$ cat src/rtl/cpu_pkg.sv
// Shared CPU definitions: default bus widths, NOP encoding, instruction-memory states.
// Latency: n/a (types and constants only).
// Backpressure: n/a.
package cpu_pkg;

    localparam int CPU_DATA_W = 16;
    localparam int CPU_ADDR_W = 16;

    // All-zero word decodes as a no-op on the core.
    localparam logic [CPU_DATA_W-1:0] CPU_NOP = 16'h0000;

    typedef enum logic {
        IMEM_LOAD = 1'b0,
        IMEM_RUN  = 1'b1
    } imem_state_t;

endpackage

$ cat src/rtl/imem_array.sv
// Storage for instr_mem: DEPTH x WIDTH RAM, one write port, one registered read port.
// Latency: read data valid one clock after re; write lands on the same edge.
// Backpressure: none; caller guarantees addresses are in range.
//
// Ports:
//   clk          clock
//   we/waddr/wdata   write port
//   re/raddr     read request; rdata updates only when re=1 and holds otherwise
//   rdata        registered read data (not reset; contents survive reset)
module imem_array #(
    parameter int DEPTH = 256,
    parameter int WIDTH = 16,
    parameter int IDX_W = 8
) (
    input  logic             clk,
    input  logic             we,
    input  logic [IDX_W-1:0] waddr,
    input  logic [WIDTH-1:0] wdata,
    input  logic             re,
    input  logic [IDX_W-1:0] raddr,
    output logic [WIDTH-1:0] rdata
);

    logic [WIDTH-1:0] mem [DEPTH];

    always_ff @(posedge clk) begin
        if (we) begin
            mem[waddr] <= wdata;
        end
        if (re) begin
            rdata <= mem[raddr];
        end
    end

endmodule

$ cat src/rtl/instr_mem.sv
// Loadable instruction memory: sequential program-load port plus PC-addressed fetch.
// Latency: fetch accepted at edge N returns fetch_valid/instruction at edge N+1, 1/cycle.
// Backpressure: fetch_ready=0 while loading; requests then are dropped, not queued.
//
// Ports:
//   clk, rst              clock, synchronous active-high reset
//   fetch_req, pc         fetch request and word address (accepted when fetch_ready=1)
//   fetch_ready           high in RUN
//   fetch_valid           one-cycle pulse per accepted fetch
//   instruction           fetched word (NOP_WORD when out of range); holds between fetches
//   addr_fault            pulses with fetch_valid when pc >= DEPTH
//   ld_start/ld_we/ld_data/ld_done   program-load controls
//   ld_count, ld_overflow, loading   load status
//   parity_err            (INSTR_MEM_PARITY_EN only) pulses with fetch_valid on parity mismatch
//
// Build option: define INSTR_MEM_PARITY_EN to store an even-parity bit per word
// and add the parity_err output.
module instr_mem
    import cpu_pkg::*;
#(
    parameter int                  DATA_W       = CPU_DATA_W,
    parameter int                  ADDR_W       = CPU_ADDR_W,
    parameter int                  DEPTH        = 256,
    parameter logic [DATA_W-1:0]   NOP_WORD     = DATA_W'(CPU_NOP),
    parameter bit                  BOOT_IN_LOAD = 1'b1
) (
    input  logic              clk,
    input  logic              rst,
    input  logic              fetch_req,
    input  logic [ADDR_W-1:0] pc,
    output logic              fetch_ready,
    output logic              fetch_valid,
    output logic [DATA_W-1:0] instruction,
    output logic              addr_fault,
    input  logic              ld_start,
    input  logic              ld_we,
    input  logic [DATA_W-1:0] ld_data,
    input  logic              ld_done,
    output logic [ADDR_W-1:0] ld_count,
    output logic              ld_overflow,
`ifdef INSTR_MEM_PARITY_EN
    output logic              parity_err,
`endif
    output logic              loading
);

    localparam int IDX_W = (DEPTH > 1) ? $clog2(DEPTH) : 1;
    // One extra bit so the pointer can sit at DEPTH even when DEPTH == 2**ADDR_W.
    localparam logic [ADDR_W:0] DEPTH_X = (ADDR_W+1)'(DEPTH);
`ifdef INSTR_MEM_PARITY_EN
    localparam int MEM_W = DATA_W + 1;
`else
    localparam int MEM_W = DATA_W;
`endif

    imem_state_t       state;
    logic [ADDR_W:0]   ld_ptr;
    logic              nop_sel;     // output mux selects NOP_WORD instead of RAM data
    logic              fetch_acc;
    logic              pc_oor;
    logic              wr_en;
    logic              rd_en;
    logic [MEM_W-1:0]  wr_word;
    logic [MEM_W-1:0]  rd_word;

    assign fetch_ready = (state == IMEM_RUN);
    assign loading     = (state == IMEM_LOAD);
    assign fetch_acc   = fetch_req && (state == IMEM_RUN);
    assign pc_oor      = ({1'b0, pc} >= DEPTH_X);

    // ld_start in LOAD restarts the load, so a coincident write is discarded.
    assign wr_en = !rst && (state == IMEM_LOAD) && ld_we && !ld_start && (ld_ptr < DEPTH_X);
    // Out-of-range fetches leave the RAM register untouched; the mux supplies NOP.
    assign rd_en = !rst && fetch_acc && !pc_oor;

`ifdef INSTR_MEM_PARITY_EN
    assign wr_word = {^ld_data, ld_data};
`else
    assign wr_word = ld_data;
`endif

    imem_array #(
        .DEPTH (DEPTH),
        .WIDTH (MEM_W),
        .IDX_W (IDX_W)
    ) u_array (
        .clk   (clk),
        .we    (wr_en),
        .waddr (ld_ptr[IDX_W-1:0]),
        .wdata (wr_word),
        .re    (rd_en),
        .raddr (pc[IDX_W-1:0]),
        .rdata (rd_word)
    );

    assign instruction = nop_sel ? NOP_WORD : rd_word[DATA_W-1:0];
    assign ld_count    = ld_ptr[ADDR_W-1:0];

`ifdef INSTR_MEM_PARITY_EN
    // Stored word including its parity bit must XOR to zero.
    assign parity_err = fetch_valid && !addr_fault && (^rd_word);
`endif

    always_ff @(posedge clk) begin
        if (rst) begin
            state       <= BOOT_IN_LOAD ? IMEM_LOAD : IMEM_RUN;
            fetch_valid <= 1'b0;
            addr_fault  <= 1'b0;
            nop_sel     <= 1'b1;
            ld_ptr      <= '0;
            ld_overflow <= 1'b0;
        end else begin
            fetch_valid <= fetch_acc;
            addr_fault  <= fetch_acc && pc_oor;
            if (fetch_acc) begin
                nop_sel <= pc_oor;
            end

            case (state)
                IMEM_LOAD: begin
                    if (ld_start) begin
                        ld_ptr      <= '0;
                        ld_overflow <= 1'b0;
                    end else begin
                        if (ld_we) begin
                            if (ld_ptr < DEPTH_X) begin
                                ld_ptr <= ld_ptr + 1'b1;
                            end else begin
                                ld_overflow <= 1'b1;
                            end
                        end
                        if (ld_done) begin
                            state <= IMEM_RUN;
                        end
                    end
                end
                IMEM_RUN: begin
                    if (ld_start) begin
                        state       <= IMEM_LOAD;
                        ld_ptr      <= '0;
                        ld_overflow <= 1'b0;
                    end
                end
                default: state <= IMEM_LOAD;
            endcase
        end
    end

endmodule

$ cat config.mk
export PLATFORM = sky130hd
export DESIGN_NAME = instr_mem
export DESIGN_NICKNAME = d
export VERILOG_FILES = /design/src/rtl/cpu_pkg.sv /design/src/rtl/imem_array.sv /design/src/rtl/instr_mem.sv
export SDC_FILE = /design/constraint.sdc
export NUM_CORES = 2
export LEC_CHECK = 0
export CAP_MARGIN = 20
export CORE_ASPECT_RATIO = 0.8
export CORE_MARGIN = 2
export CORE_UTILIZATION = 30
export DETAILED_ROUTE_END_ITERATION = 7
export PLACE_DENSITY = 0.55
export SYNTH_ARGS = -nofsm -noshare
export SYNTH_HDL_FRONTEND = slang
export SYNTH_SLANG_ARGS = --single-unit
$ cat constraint.sdc
create_clock -name clk -period 4.2 [get_ports clk]
set_input_delay 0.84 -clock clk [delete_from_list [all_inputs] [get_ports clk]]
set_output_delay 0.84 -clock clk [all_outputs]
set_load 0.02 [all_outputs]
==> results.md <==
* Peak supply drop at 391 uV
* Critical Path AT at about 5000 ps
* # rows at 240
* Failing checks: negative setup slack
* Buffer depth of the longest clock path at 4
* Worst r2r src: u_array.mem[234][11]$_DFFE_PP_
* Req. time, crit path at 5010 ps
* Yosys cell types at 81
* Die height at around 660 um
* Setup Total Neg Slack at -8.90 ps
* Register area share after synthesis at between 70% and 80%
* Crit-path cells: buf_16 -> buf_12 -> buf_4 -> mux2i_1 -> o221ai_1 -> a21oi_1 -> nor4_1 -> nand4_1 -> or4_1 -> a21oi_1
* Fill cells at 49000
* Worst hold path type: input pin to flop
* Worst reg2reg endpoint: u_array.rdata[11]$_DFFE_PP_
* WHS at 297 ps
* Min Clock Period, post-route at between 4000 and 5000 ps
* Starting DRT DRC Count at roughly 12000
* Final core utilization at a little over a third
* CTS sink cnt at slightly above 4000
* EDFF count, synth at between 4000 and 5000
* Logic gate share of total power at about 5.4%
* Relative slew slack at 21.4%
* CP max stage delay at just over 1000 ps
* Worst setup EP type: flop
* # H-tree levels at 5
* Place WS at -776 ps
* Share of cells above drive strength 1 at approximately a quarter
* Predominant post-synthesis flop cell: edfxtp_1
* Fmax at between 200 and 250 MHz
* Final hold violation count at 0
* Pwr/cell area at around 460 nW/um^2
* Fin nets at between 8000 and 9000
* CP max-delay cell: nor4_1
* Setup crit start kind: input pin
* Mean Syn Cell Area at about 21 um^2
* YS warnings at 0
* Clk_lat worst skew at between 1000 and 1500 ps
* Sw power at between 15 and 20 mW
* Global route total overflow at 0
* Top cell by count, worst path: a21oi_1
* Initial antenna violation count at 23
* Leak at approximately 59 nW
* Status: complete, but fails checks
* Initial core utilization at a little under a third
* Maxcap violations at 0
* FF+latch area at around 120000 um^2
* Tot GR Track Use at between 15 and 20%
* Period Utilization, post-route at 100%
* Setup WS post-layout at -8.90 ps
* IO buf count at between 70 and 80
* Most common cell after layout, fill and taps aside: edfxtp_1
* TritonCTS clock tree: yes
* Count of final setup violators at 1
* Switching share of total power at roughly 22%
* Root Buffer Master: clkbuf_16
* Min-delay src: ld_data[9]
* Layout area overhead at 17.4%
* Sequential Power Share at a little over half
* #FFs+latches synth at ~4100
* # DRC at 0
* Global-route wire length before repair at around 660000 um
* Final WL at between 400000 and 500000 um
* Die area at around 540000 um^2
* Reg2Reg Depth at 7
* DR pass1 iterations at 8
* Core ar. at approximately 530000 um^2
* FFs w/ async S/R, synth at 0%
* Hold Crit Depth at 1
* DRT antenna net count at 0
* Area of the multi-input gates at 33600 um^2
* Net Count, Synth at about 7600
* Mapped Area at 161000 um^2
* Final Max Tran Viols at 0
* Vias per cell at around 5.3
* Clock-pin slew on the worst setup and hold paths at 60 ps
* Worst-margin pin slew at between 1000 and 1500 ps
* Min-Delay Endpoint: u_array.mem[62][9]$_DFFE_PP_
* RePlAce Congestion at 0.893
* CTS Hold Buffers Added at 0
* Internal at slightly below 70 mW
* Clock share of power at a little over two fifths
* Largest net degree at the start of global routing at ~120
* DP Wirelength at 304000 um
* CP Max Fanout at 22
* Gate Count Post-Synth at roughly 7600
* Vias in the first global route at between 80000 and 90000
* RSZ-0062 raised after global routing: no
* R2R setup slack at slightly below 700 ps
* Routed vias at 84200
* CTS buffer count at 400
* WS Path Type: input pin to flop
* Wire length per cell at just over 30 um
* Most frequent cells in the layout: 4112 x edfxtp_1, 744 x mux4_2, 653 x buf_4, 540 x mux2i_1, 405 x clkbuf_16
* Ports at 75
* Final Skew at 73.2 ps
* Die W at a little over 800 um
[worst max path at each step]
stage / startpoint / endpoint / slack, ps / cells past startpoint
floorplan: ld_we / u_array.mem[118][0]$_DFFE_PP_ / 910 / 7
global placement: pc[0] / u_array.rdata[11]$_DFFE_PP_ / -700 / 10
detailed placement: pc[0] / u_array.rdata[11]$_DFFE_PP_ / -780 / 10
CTS: nop_sel$_SDFFE_PP1P_ / instruction[8] / 20 / 2
global route: pc[0] / u_array.rdata[11]$_DFFE_PP_ / 40 / 10
finish: pc[0] / u_array.rdata[11]$_DFFE_PP_ / -9 / 10
[flip-flops by register name, summed over array words and instances (netlist names)]
signal / count
u_array.mem: 4096
ld_ptr: 17
u_array.rdata: 16
addr_fault: 1
fetch_ready: 1
fetch_valid: 1
ld_overflow: 1
nop_sel: 1
[area by class of cell]
type / instances / share of cell area [%]
diodes: 5 / 0.00664
clock buffers: 477 / 5.52
clock inverters: 251 / 1.35
inverters: 10 / 0.0266
multi-input cells: 2947 / 17.8
flip-flops and latches: 4134 / 65.8
well taps: 7139 / 4.74
repair buffers: 888 / 4.74
[synthesized netlist by cell type, types with 17 or more instances]
cell type,count,area share [%]
a21oi_1,156,0.49
a221oi_1,35,0.19
a22o_1,20,0.11
a22oi_1,98,0.46
buf_1,32,0.075
buf_2,114,0.36
buf_4,65,0.30
buf_6,59,0.41
buf_8,38,0.36
clkbuf_1,144,0.34
dfxtp_1,22,0.27
edfxtp_1,4112,77
mux2_2,17,0.12
mux2i_1,540,3.4
mux4_1,53,0.87
mux4_2,744,10
nand2_1,122,0.29
nand3_1,23,0.072
nand4_1,17,0.066
nor2_1,328,0.77
nor2b_1,24,0.094
nor3_1,149,0.46
nor4_1,37,0.14
o21ai_0,35,0.11
o221ai_1,165,0.90
o22ai_1,189,0.74
[critical path: cells and delay by family]
| kind | cells | cell delay [ps] |
|---|---|---|
| and+or+nand+nor | 3 | 2010 |
| buffers and inverters | 3 | 970 |
| muxes | 1 | 160 |
| AOI/OAI and AO/OA | 3 | 870 |
[timing repair]
item | in CTS | in global routing
endpoints found under the setup margin | 1 | 0
setup buffers | 0 | 0
gates resized for setup | 1 | 0
[power groups by stage]
stage          registers [mW]  clock network [mW]  logic, mW
3_5_place_dp             46.2                   0       4.62
3_3_place_gp             46.2                   0       4.55
6_report                 45.4                36.1       4.64
4_1_cts                  45.4                36.6       4.63
5_1_grt                  45.3                38.2       4.83
2_1_floorplan            46.2                   0       2.18
[layer usage]
layer | vias to the layer above | track usage, % | part of all wire (%)
li1 | 33700 | - | -
met1 | 45600 | 25.8 | 44
met2 | 4344 | 25.2 | 44
met3 | 586 | 3.86 | 10
met4 | 10 | 3.89 | 2.3
met5 | - | 0 | 0.015
[metrics by stage]
step	area [um^2]	std cells	total power [mW]
5_1_grt	188000	15800	88.4
3_5_place_dp	175000	15100	50.9
6_report	188000	15900	86.1
4_1_cts	188000	15800	86.6
2_1_floorplan	161000	7564	48.4
3_3_place_gp	175000	15100	50.8
[kinds of logic after synthesis]
group	share of synthesized area, %
flip-flops	77.2
multiplexers	14.8
AO/OA/AOI/OAI	3.60
AND/OR/NAND/NOR	2.26
buffers and inverters	2.09
XOR/XNOR	0.0382
adder cells (fa/ha/maj)	0.0312
No activity file was read; power rests on OpenSTA's default activity.
